<file path="config.mk">
export PLATFORM = sky130hd
export DESIGN_NAME = p3
export DESIGN_NICKNAME = d
export VERILOG_FILES = /design/src/rtl/p3.sv
export SDC_FILE = /design/constraint.sdc
export NUM_CORES = 2
export LEC_CHECK = 0
export ABC_AREA = 0
export ABC_CLOCK_PERIOD_IN_PS = 16300
export CORE_MARGIN = 4
export CORE_UTILIZATION = 55
export CTS_BUF_LIST = sky130_fd_sc_hd__clkbuf_4 sky130_fd_sc_hd__clkbuf_8
export DETAILED_ROUTE_END_ITERATION = 8
export MAX_ROUTING_LAYER = met4
export PLACE_DENSITY_LB_ADDON = 0.3
export SKIP_CTS_REPAIR_TIMING = 1
export SLEW_MARGIN = 30
export SYNTH_ARGS = -nofsm -noshare
export SYNTH_HDL_FRONTEND = slang
export SYNTH_SLANG_ARGS = --single-unit
</file>
<file path="constraint.sdc">
create_clock -name clk -period 16.3 [get_ports clk]
set_input_delay 3.26 -clock clk [delete_from_list [all_inputs] [get_ports clk]]
set_output_delay 3.26 -clock clk [all_outputs]
set_load 0.01 [all_outputs]
</file>
<file path="src/rtl/p3.sv">
// RV32I-style decode stage: combinational decoder, 32x32 register file and write-back ALU.
// Optional build macro REGFILE_INIT_EN: reset loads x[i]=i instead of clearing the registers.
module p3 #(
   parameter int XLEN  = 32,
   parameter int NREGS = 32
) (
   input  logic            clk,
   input  logic            reset,
   input  logic            we,
   input  logic [XLEN-1:0] komut,
   output logic [6:0]      opcode,
   output logic [3:0]      aluop,
   output logic [4:0]      rs1,
   output logic [4:0]      rs2,
   output logic [XLEN-1:0] rs1_data,
   output logic [XLEN-1:0] rs2_data,
   output logic [4:0]      rd,
   output logic [XLEN-1:0] rd_data,
   output logic [XLEN-1:0] imm,
   output logic            hata
);

   localparam logic [6:0] OP_R      = 7'b0110011;
   localparam logic [6:0] OP_I      = 7'b0010011;
   localparam logic [6:0] OP_LOAD   = 7'b0000011;
   localparam logic [6:0] OP_STORE  = 7'b0100011;
   localparam logic [6:0] OP_BRANCH = 7'b1100011;
   localparam logic [6:0] OP_LUI    = 7'b0110111;
   localparam logic [6:0] OP_AUIPC  = 7'b0010111;
   localparam logic [6:0] OP_JAL    = 7'b1101111;
   localparam logic [6:0] OP_JALR   = 7'b1100111;

   function automatic logic [XLEN-1:0] alu_calc(input logic [3:0] op,
                                                input logic [XLEN-1:0] a,
                                                input logic [XLEN-1:0] b);
      logic [XLEN-1:0] r;
      case (op)
         4'b0000: r = a + b;
         4'b1000: r = a - b;
         4'b0001: r = a << b[4:0];
         4'b0010: r = {{(XLEN-1){1'b0}}, ($signed(a) < $signed(b))};
         4'b0011: r = {{(XLEN-1){1'b0}}, (a < b)};
         4'b0100: r = a ^ b;
         4'b0101: r = a >> b[4:0];
         4'b1101: r = $unsigned($signed(a) >>> b[4:0]);
         4'b0110: r = a | b;
         4'b0111: r = a & b;
         default: r = {XLEN{1'b0}};
      endcase
      return r;
   endfunction

   function automatic logic [XLEN-1:0] reg_init(input int idx);
`ifdef REGFILE_INIT_EN
      return XLEN'(idx);
`else
      return (idx < 0) ? XLEN'(idx) : {XLEN{1'b0}};
`endif
   endfunction

   logic [XLEN-1:0] regs_r [NREGS];
   logic [2:0]      funct3_s;
   logic [6:0]      funct7_s;
   logic [XLEN-1:0] imm_i_s, imm_s_s, imm_b_s, imm_u_s, imm_j_s;
   logic            r_ok_s, i_ok_s, br_ok_s;
   logic            alu_r_s, alu_i_s, addr_s, upper_s;
   logic [XLEN-1:0] alu_b_s, alu_res_s;
   logic            wr_en_s;

   assign opcode   = komut[6:0];
   assign rd       = komut[11:7];
   assign funct3_s = komut[14:12];
   assign rs1      = komut[19:15];
   assign rs2      = komut[24:20];
   assign funct7_s = komut[31:25];

   assign imm_i_s = {{20{komut[31]}}, komut[31:20]};
   assign imm_s_s = {{20{komut[31]}}, komut[31:25], komut[11:7]};
   assign imm_b_s = {{19{komut[31]}}, komut[31], komut[7], komut[30:25], komut[11:8], 1'b0};
   assign imm_u_s = {komut[31:12], 12'd0};
   assign imm_j_s = {{11{komut[31]}}, komut[31], komut[19:12], komut[20], komut[30:21], 1'b0};

   // Only ADD and SRL have an alternate (funct7=0100000) form; shifts must carry a clean funct7.
   assign r_ok_s  = (funct7_s == 7'b0000000) ||
                    ((funct7_s == 7'b0100000) && ((funct3_s == 3'b000) || (funct3_s == 3'b101)));
   assign i_ok_s  = (funct3_s == 3'b001) ? (funct7_s == 7'b0000000) :
                    (funct3_s == 3'b101) ? ((funct7_s == 7'b0000000) || (funct7_s == 7'b0100000)) :
                    1'b1;
   assign br_ok_s = (funct3_s != 3'b010) && (funct3_s != 3'b011);

   // Instruction class, immediate, ALU op and legality decode.
   always_comb begin
      hata    = 1'b0;
      aluop   = 4'b0000;
      imm     = {XLEN{1'b0}};
      alu_r_s = 1'b0;
      alu_i_s = 1'b0;
      addr_s  = 1'b0;
      upper_s = 1'b0;
      case (opcode)
         OP_R: begin
            if (r_ok_s) begin
               aluop   = {funct7_s[5], funct3_s};
               alu_r_s = 1'b1;
            end else begin
               hata = 1'b1;
            end
         end
         OP_I: begin
            if (i_ok_s) begin
               aluop   = {((funct3_s == 3'b101) ? funct7_s[5] : 1'b0), funct3_s};
               imm     = imm_i_s;
               alu_i_s = 1'b1;
            end else begin
               hata = 1'b1;
            end
         end
         OP_LOAD: begin
            imm    = imm_i_s;
            addr_s = 1'b1;
         end
         OP_STORE: begin
            imm    = imm_s_s;
            addr_s = 1'b1;
         end
         OP_BRANCH: begin
            if (br_ok_s) begin
               aluop = {1'b0, funct3_s};
               imm   = imm_b_s;
            end else begin
               hata = 1'b1;
            end
         end
         OP_LUI, OP_AUIPC: begin
            imm     = imm_u_s;
            upper_s = 1'b1;
         end
         OP_JAL:  imm = imm_j_s;
         OP_JALR: imm = imm_i_s;
         default: hata = 1'b1;
      endcase
   end

   assign rs1_data = (rs1 == 5'd0) ? {XLEN{1'b0}} : regs_r[rs1];
   assign rs2_data = (rs2 == 5'd0) ? {XLEN{1'b0}} : regs_r[rs2];

   assign alu_b_s   = alu_r_s ? rs2_data : imm;
   assign alu_res_s = alu_calc(aluop, rs1_data, alu_b_s);

   // Write-back value selection; loads and stores only report the effective address.
   always_comb begin
      rd_data = {XLEN{1'b0}};
      if (alu_r_s || alu_i_s) begin
         rd_data = alu_res_s;
      end else if (upper_s) begin
         rd_data = imm;
      end else if (addr_s) begin
         rd_data = rs1_data + imm;
      end else begin
         rd_data = {XLEN{1'b0}};
      end
   end

   assign wr_en_s = we && !hata && (alu_r_s || alu_i_s || upper_s) && (rd != 5'd0);

   // Register file state; x0 is never written so it holds zero in every build.
   always_ff @(posedge clk or negedge reset) begin
      if (!reset) begin
         for (int i = 0; i < NREGS; i++) begin
            regs_r[i] <= reg_init(i);
         end
      end else if (wr_en_s) begin
         regs_r[rd] <= rd_data;
      end
   end

endmodule

</file>
==> results.md <==
- The switching power of the nets is 1.58 mW.
- At the later pin of the worst-skew pair, clock insertion delay measures between 0.9 and 1 ns.
- In this run, synthesis inferred 0 flip-flops with an integrated enable.
- The worst setup path is captured at a primary output.
- For this design, the sink count on the clock tree is slightly above 1,000.
- The signal on the critical path passes through buf_6 -> buf_4 -> buf_4 -> mux4_2 -> a22o_1 -> o41ai_2 -> inv_1 -> ha_1 -> and3_1 -> a2bb2oi_1 -> a32o_1 -> o21ai_0 -> buf_4 -> a31oi_1 -> o21ai_0 -> xor2_1 -> a21boi_0 -> nand4_1 -> a2111oi_1 -> a21o_1 -> inv_1 -> clkdlybuf4s50_1.
- After synthesis, the most frequently instantiated cells are dfrtp_1 (1,024), nand2_1 (879), o21ai_0 (740).
- In the final layout, the registers with the most flip-flops are regs_r (1024).
- The type of the tightest min-delay check is reg2reg.
- Clock skew on the completed layout was measured at 0.0617 ns.
- The HPWL after detailed placement is slightly below 200 mm.
- The count of buffers added on input and output ports is between 150 and 200.
- For the pin with the worst max-slew slack, the measured transition is ~1.1 ns.
- Of the total synthesized cell area, the portion taken by AND, OR, NAND and NOR gates is 0.120.
- The effective utilization at floorplan is 0.555.
- The cell area after synthesis is 65,700 um^2.
- In this run the static leakage power is ~31 nW.
- Cell internal power was estimated by the tool at 4.12 mW.
- The accumulated negative setup slack is 0 ns.
- The number of warnings issued by yosys is 0.
- The run finished with clean final reports.
- For this run, the slowest stage of the critical path takes about 0.8 ns.
- The most common cell in the synthesized netlist is dfrtp_1.
- Of the total synthesized cell area, the portion taken by XOR and XNOR cells is 0.00493.
- The combinational share of power is 0.123.
- The power share of the clock group is 0.425.
- The post-route worst setup slack is about 1.6 ns.
- The most used flip-flop cell after synthesis is dfrtp_1.
- For this run, asynchronously set or reset flops after synthesis account for 1.00.
- Buffers inserted during clock tree synthesis total 167.
- Setup repair after global routing left no endpoint under its margin.
- After detailed placement, the total cell area comes to 68,600 um^2.
- The number of cells after detailed placement is 7,986.
- The count of final setup violators is 0.
- Of the available clock period, the critical path in the final layout requires 0.904.
- The kind of launch point of the worst setup path is a primary input.
- The wire length of the first global-routing pass is 398 mm.
- The critical path arrival is 11.48 ns.
- The final design area excluding fillers is 72,300 um^2.
- After detailed routing, the number of remaining DRC violations is 0.
- The detailed-routing iteration count for the pre-antenna-repair pass is 6.
- The initial antenna violation count is 13.
- The compound-gate portion of the synthesized area is 0.190.
- The final antenna-violating net count is 0.
- Before CTS, the worst setup slack after placement is 1.70 ns.
- Measured along the y axis, the die boundary spans around 350 um.
- The most numerous cell type found on the critical path is buf_4.
- The final instance count without filler cells is approximately 8,300.
- The cell taking the most area after synthesis is dfrtp_1.
- The power density over the cells is around 79 nW/um^2.
- The count of final max-slew check failures came to 0.
- In the synthesized netlist, the number of instances is about 6,600.
- The max-cap check violation count is 0.
- In this run the worst path has a maximum fanout of 46.
- For this design, the slowest cell found on the critical path is a2111oi_1.
- The worst voltage drop across the vdd grid is between 0.07 and 0.08 mV.
- The flop and latch count out of synthesis is roughly 1,000.
- Clock tree synthesis selected as its root buffer the cell clkbuf_8.
- Static timing analysis puts the maximum clock frequency at roughly 0.068 GHz.
- The post-synthesis net count is just under 7,000.
- The area overhead of the layout relative to synthesis is 10.0%.
- The overall routing resource usage is 0.448.
- Of the total synthesized cell area, the portion taken by full adders, half adders and majority gates is 0.0257.
- At the worst endpoint, the required time is roughly 13 ns.
- In this run the deepest clock path goes through 3 buffers.
- The pin count of the biggest net entering global routing is ~170.
- By area the synthesized netlist is led by dfrtp_1 (39%), mux4_2 (16%), o21ai_0 (5.6%).
- The wire length per cell after detailed routing is 33.2 um.
- The share of total power dissipated in sequential elements is 0.452.
- On the final layout, the worst hold slack is 0.399 ns.
- The share of the Yosys chip area taken by registers is 0.390.
- The row count is ~130.
- TritonCTS built the clock tree.
- The routed design has between 200 and 300 mm of wire.
- The floorplan die area is around 130,000 um^2.
- The multi-input combinational cells in the finished layout cover a total of about 37,000 um^2.
- Measured on the finished design, the core utilization comes to 0.611.
- The share of synthesized area in the top cell type comes to 0.390.
- Routability-driven placement finished with a final weighted congestion of approximately 1.1.
- The register clock-pin slew on the reported worst setup and hold paths is about 0.06 ns.
- After the last flow step, the layout net total stands at between 6,000 and 7,000.
- After synthesis, the largest family of logic cells by area is multiplexers.
- The die span in x is approximately 350 um.
- The global-route congestion overflow total is 0.
- The switching share of total power is 0.277.
- After detailed routing, the number of vias per cell comes to ~7.0.
- Summing all flip-flop and latch instances after layout gives 25,600 um^2.
- Measured against the total synthesized area, the mux share comes to 0.210.
- In the final layout, the share of cells above drive strength 1 is 0.195.
- The number of global-route vias before repair is between 50,000 and 60,000.
- Counting flops per register, the top entry is regs_r.
- The H-tree was split into 4 levels.
- The total design power is between 5 and 6 mW.
- The final route contains approximately 58,000 vias.
- between 150 and 200 I/O pins were placed.
- The first routing iteration left roughly 8,500 violations.
- The flip-flop count of the largest register after layout is 1,024.
- In this run the standard cell core region covers ~120,000 um^2.
- The final critical delay including setup and external delays is about 15 ns.
- Synthesis instantiated between 100 and 150 different standard cells from the library.
- The average cell area after synthesis is slightly below 10 um^2.
- The count of final hold-check violations was 0.
- The worst setup path is of the in2out kind.
- Measured against its own limit, the worst slew margin works out to 0.242.
- The fill cell total of the finished layout is just under 10,000.
-- path summary, 6_finish.rpt --
path | from | endpoint | slack, ns | depth (start not counted)
worst max-delay path | komut[17] | rd_data[27] | 1.56 | 22
worst min-delay path | regs_r[1021] | regs_r[1021] | 0.40 | 0
worst max register to register | regs_r[257] | regs_r[603] | 8.40 | 20
worst min register to register | regs_r[1021] | regs_r[1021] | 0.40 | 0
max in group asynchronous | reset | regs_r[169] | 10.98 | 6
min in group asynchronous | reset | regs_r[252] | 2.26 | 1
-- cells in the final DEF (no fill, tap or decap), types with 48 or more instances in the layout --
master           instances
mux4_2                 474
dfrtp_1               1024
a21o_1                  80
buf_4                  223
clkdlybuf4s50_1        178
mux2i_1                182
a21oi_1                529
ha_1                   130
nor3_1                 116
mux2_2                  93
o21ai_0                736
clkbuf_8               211
nor2_1                 545
clkbuf_4                51
nand2_1                871
inv_1                  130
a22oi_1                 63
nand3_1                 48
a211oi_1                58
-- critical path: cells and delay by family --
family | cells | cell delay (ns)
AO/OA/AOI/OAI | 10 | 4.05
XOR/XNOR | 1 | 0.18
adder cells (fa/ha/maj) | 1 | 0.43
buffers and inverters | 7 | 2.38
multiplexers | 1 | 0.32
AND/OR/NAND/NOR | 2 | 0.72
-- power by group through the flow --
stage / logic [mW] / registers, mW / clock network [mW]
after floorplan: 0.381 / 2.61 / 0
after global placement: 0.673 / 2.62 / 0
after detailed placement: 0.676 / 2.62 / 0
after CTS: 0.678 / 2.57 / 2.44
after global routing: 0.726 / 2.57 / 2.57
final: 0.700 / 2.57 / 2.42
-- cells by family (layout without fill, tap and decap cells) --
group / after synthesis / count (layout)
AOI/OAI and AO/OA: 2017 / 2017
and+or+nand+nor: 1846 / 1846
DFF: 1024 / 1024
buffers and inverters: 795 / 860
muxes: 763 / 763
adders and majority gates: 133 / 133
xor gates and xnor gates: 37 / 37
other: 0 / 19
-- per-layer routing --
metal	global-route usage	vias up	wire, um
met5	-	-	0
met4	0.263	0	19900
met3	0.128	975	33300
met2	0.637	4116	120000
met1	0.573	29100	102000
li1	-	24200	-
-- layout make-up --
type,count,area share
multi-input combinational,4796,0.507
sequential,1024,0.354
timing repair buffer,426,0.0533
clock buffer,262,0.0455
tap,1600,0.0277
inverter,141,0.00732
clock inverter,31,0.00457
antenna,19,0.000658
(Power assumes the default switching activity.)
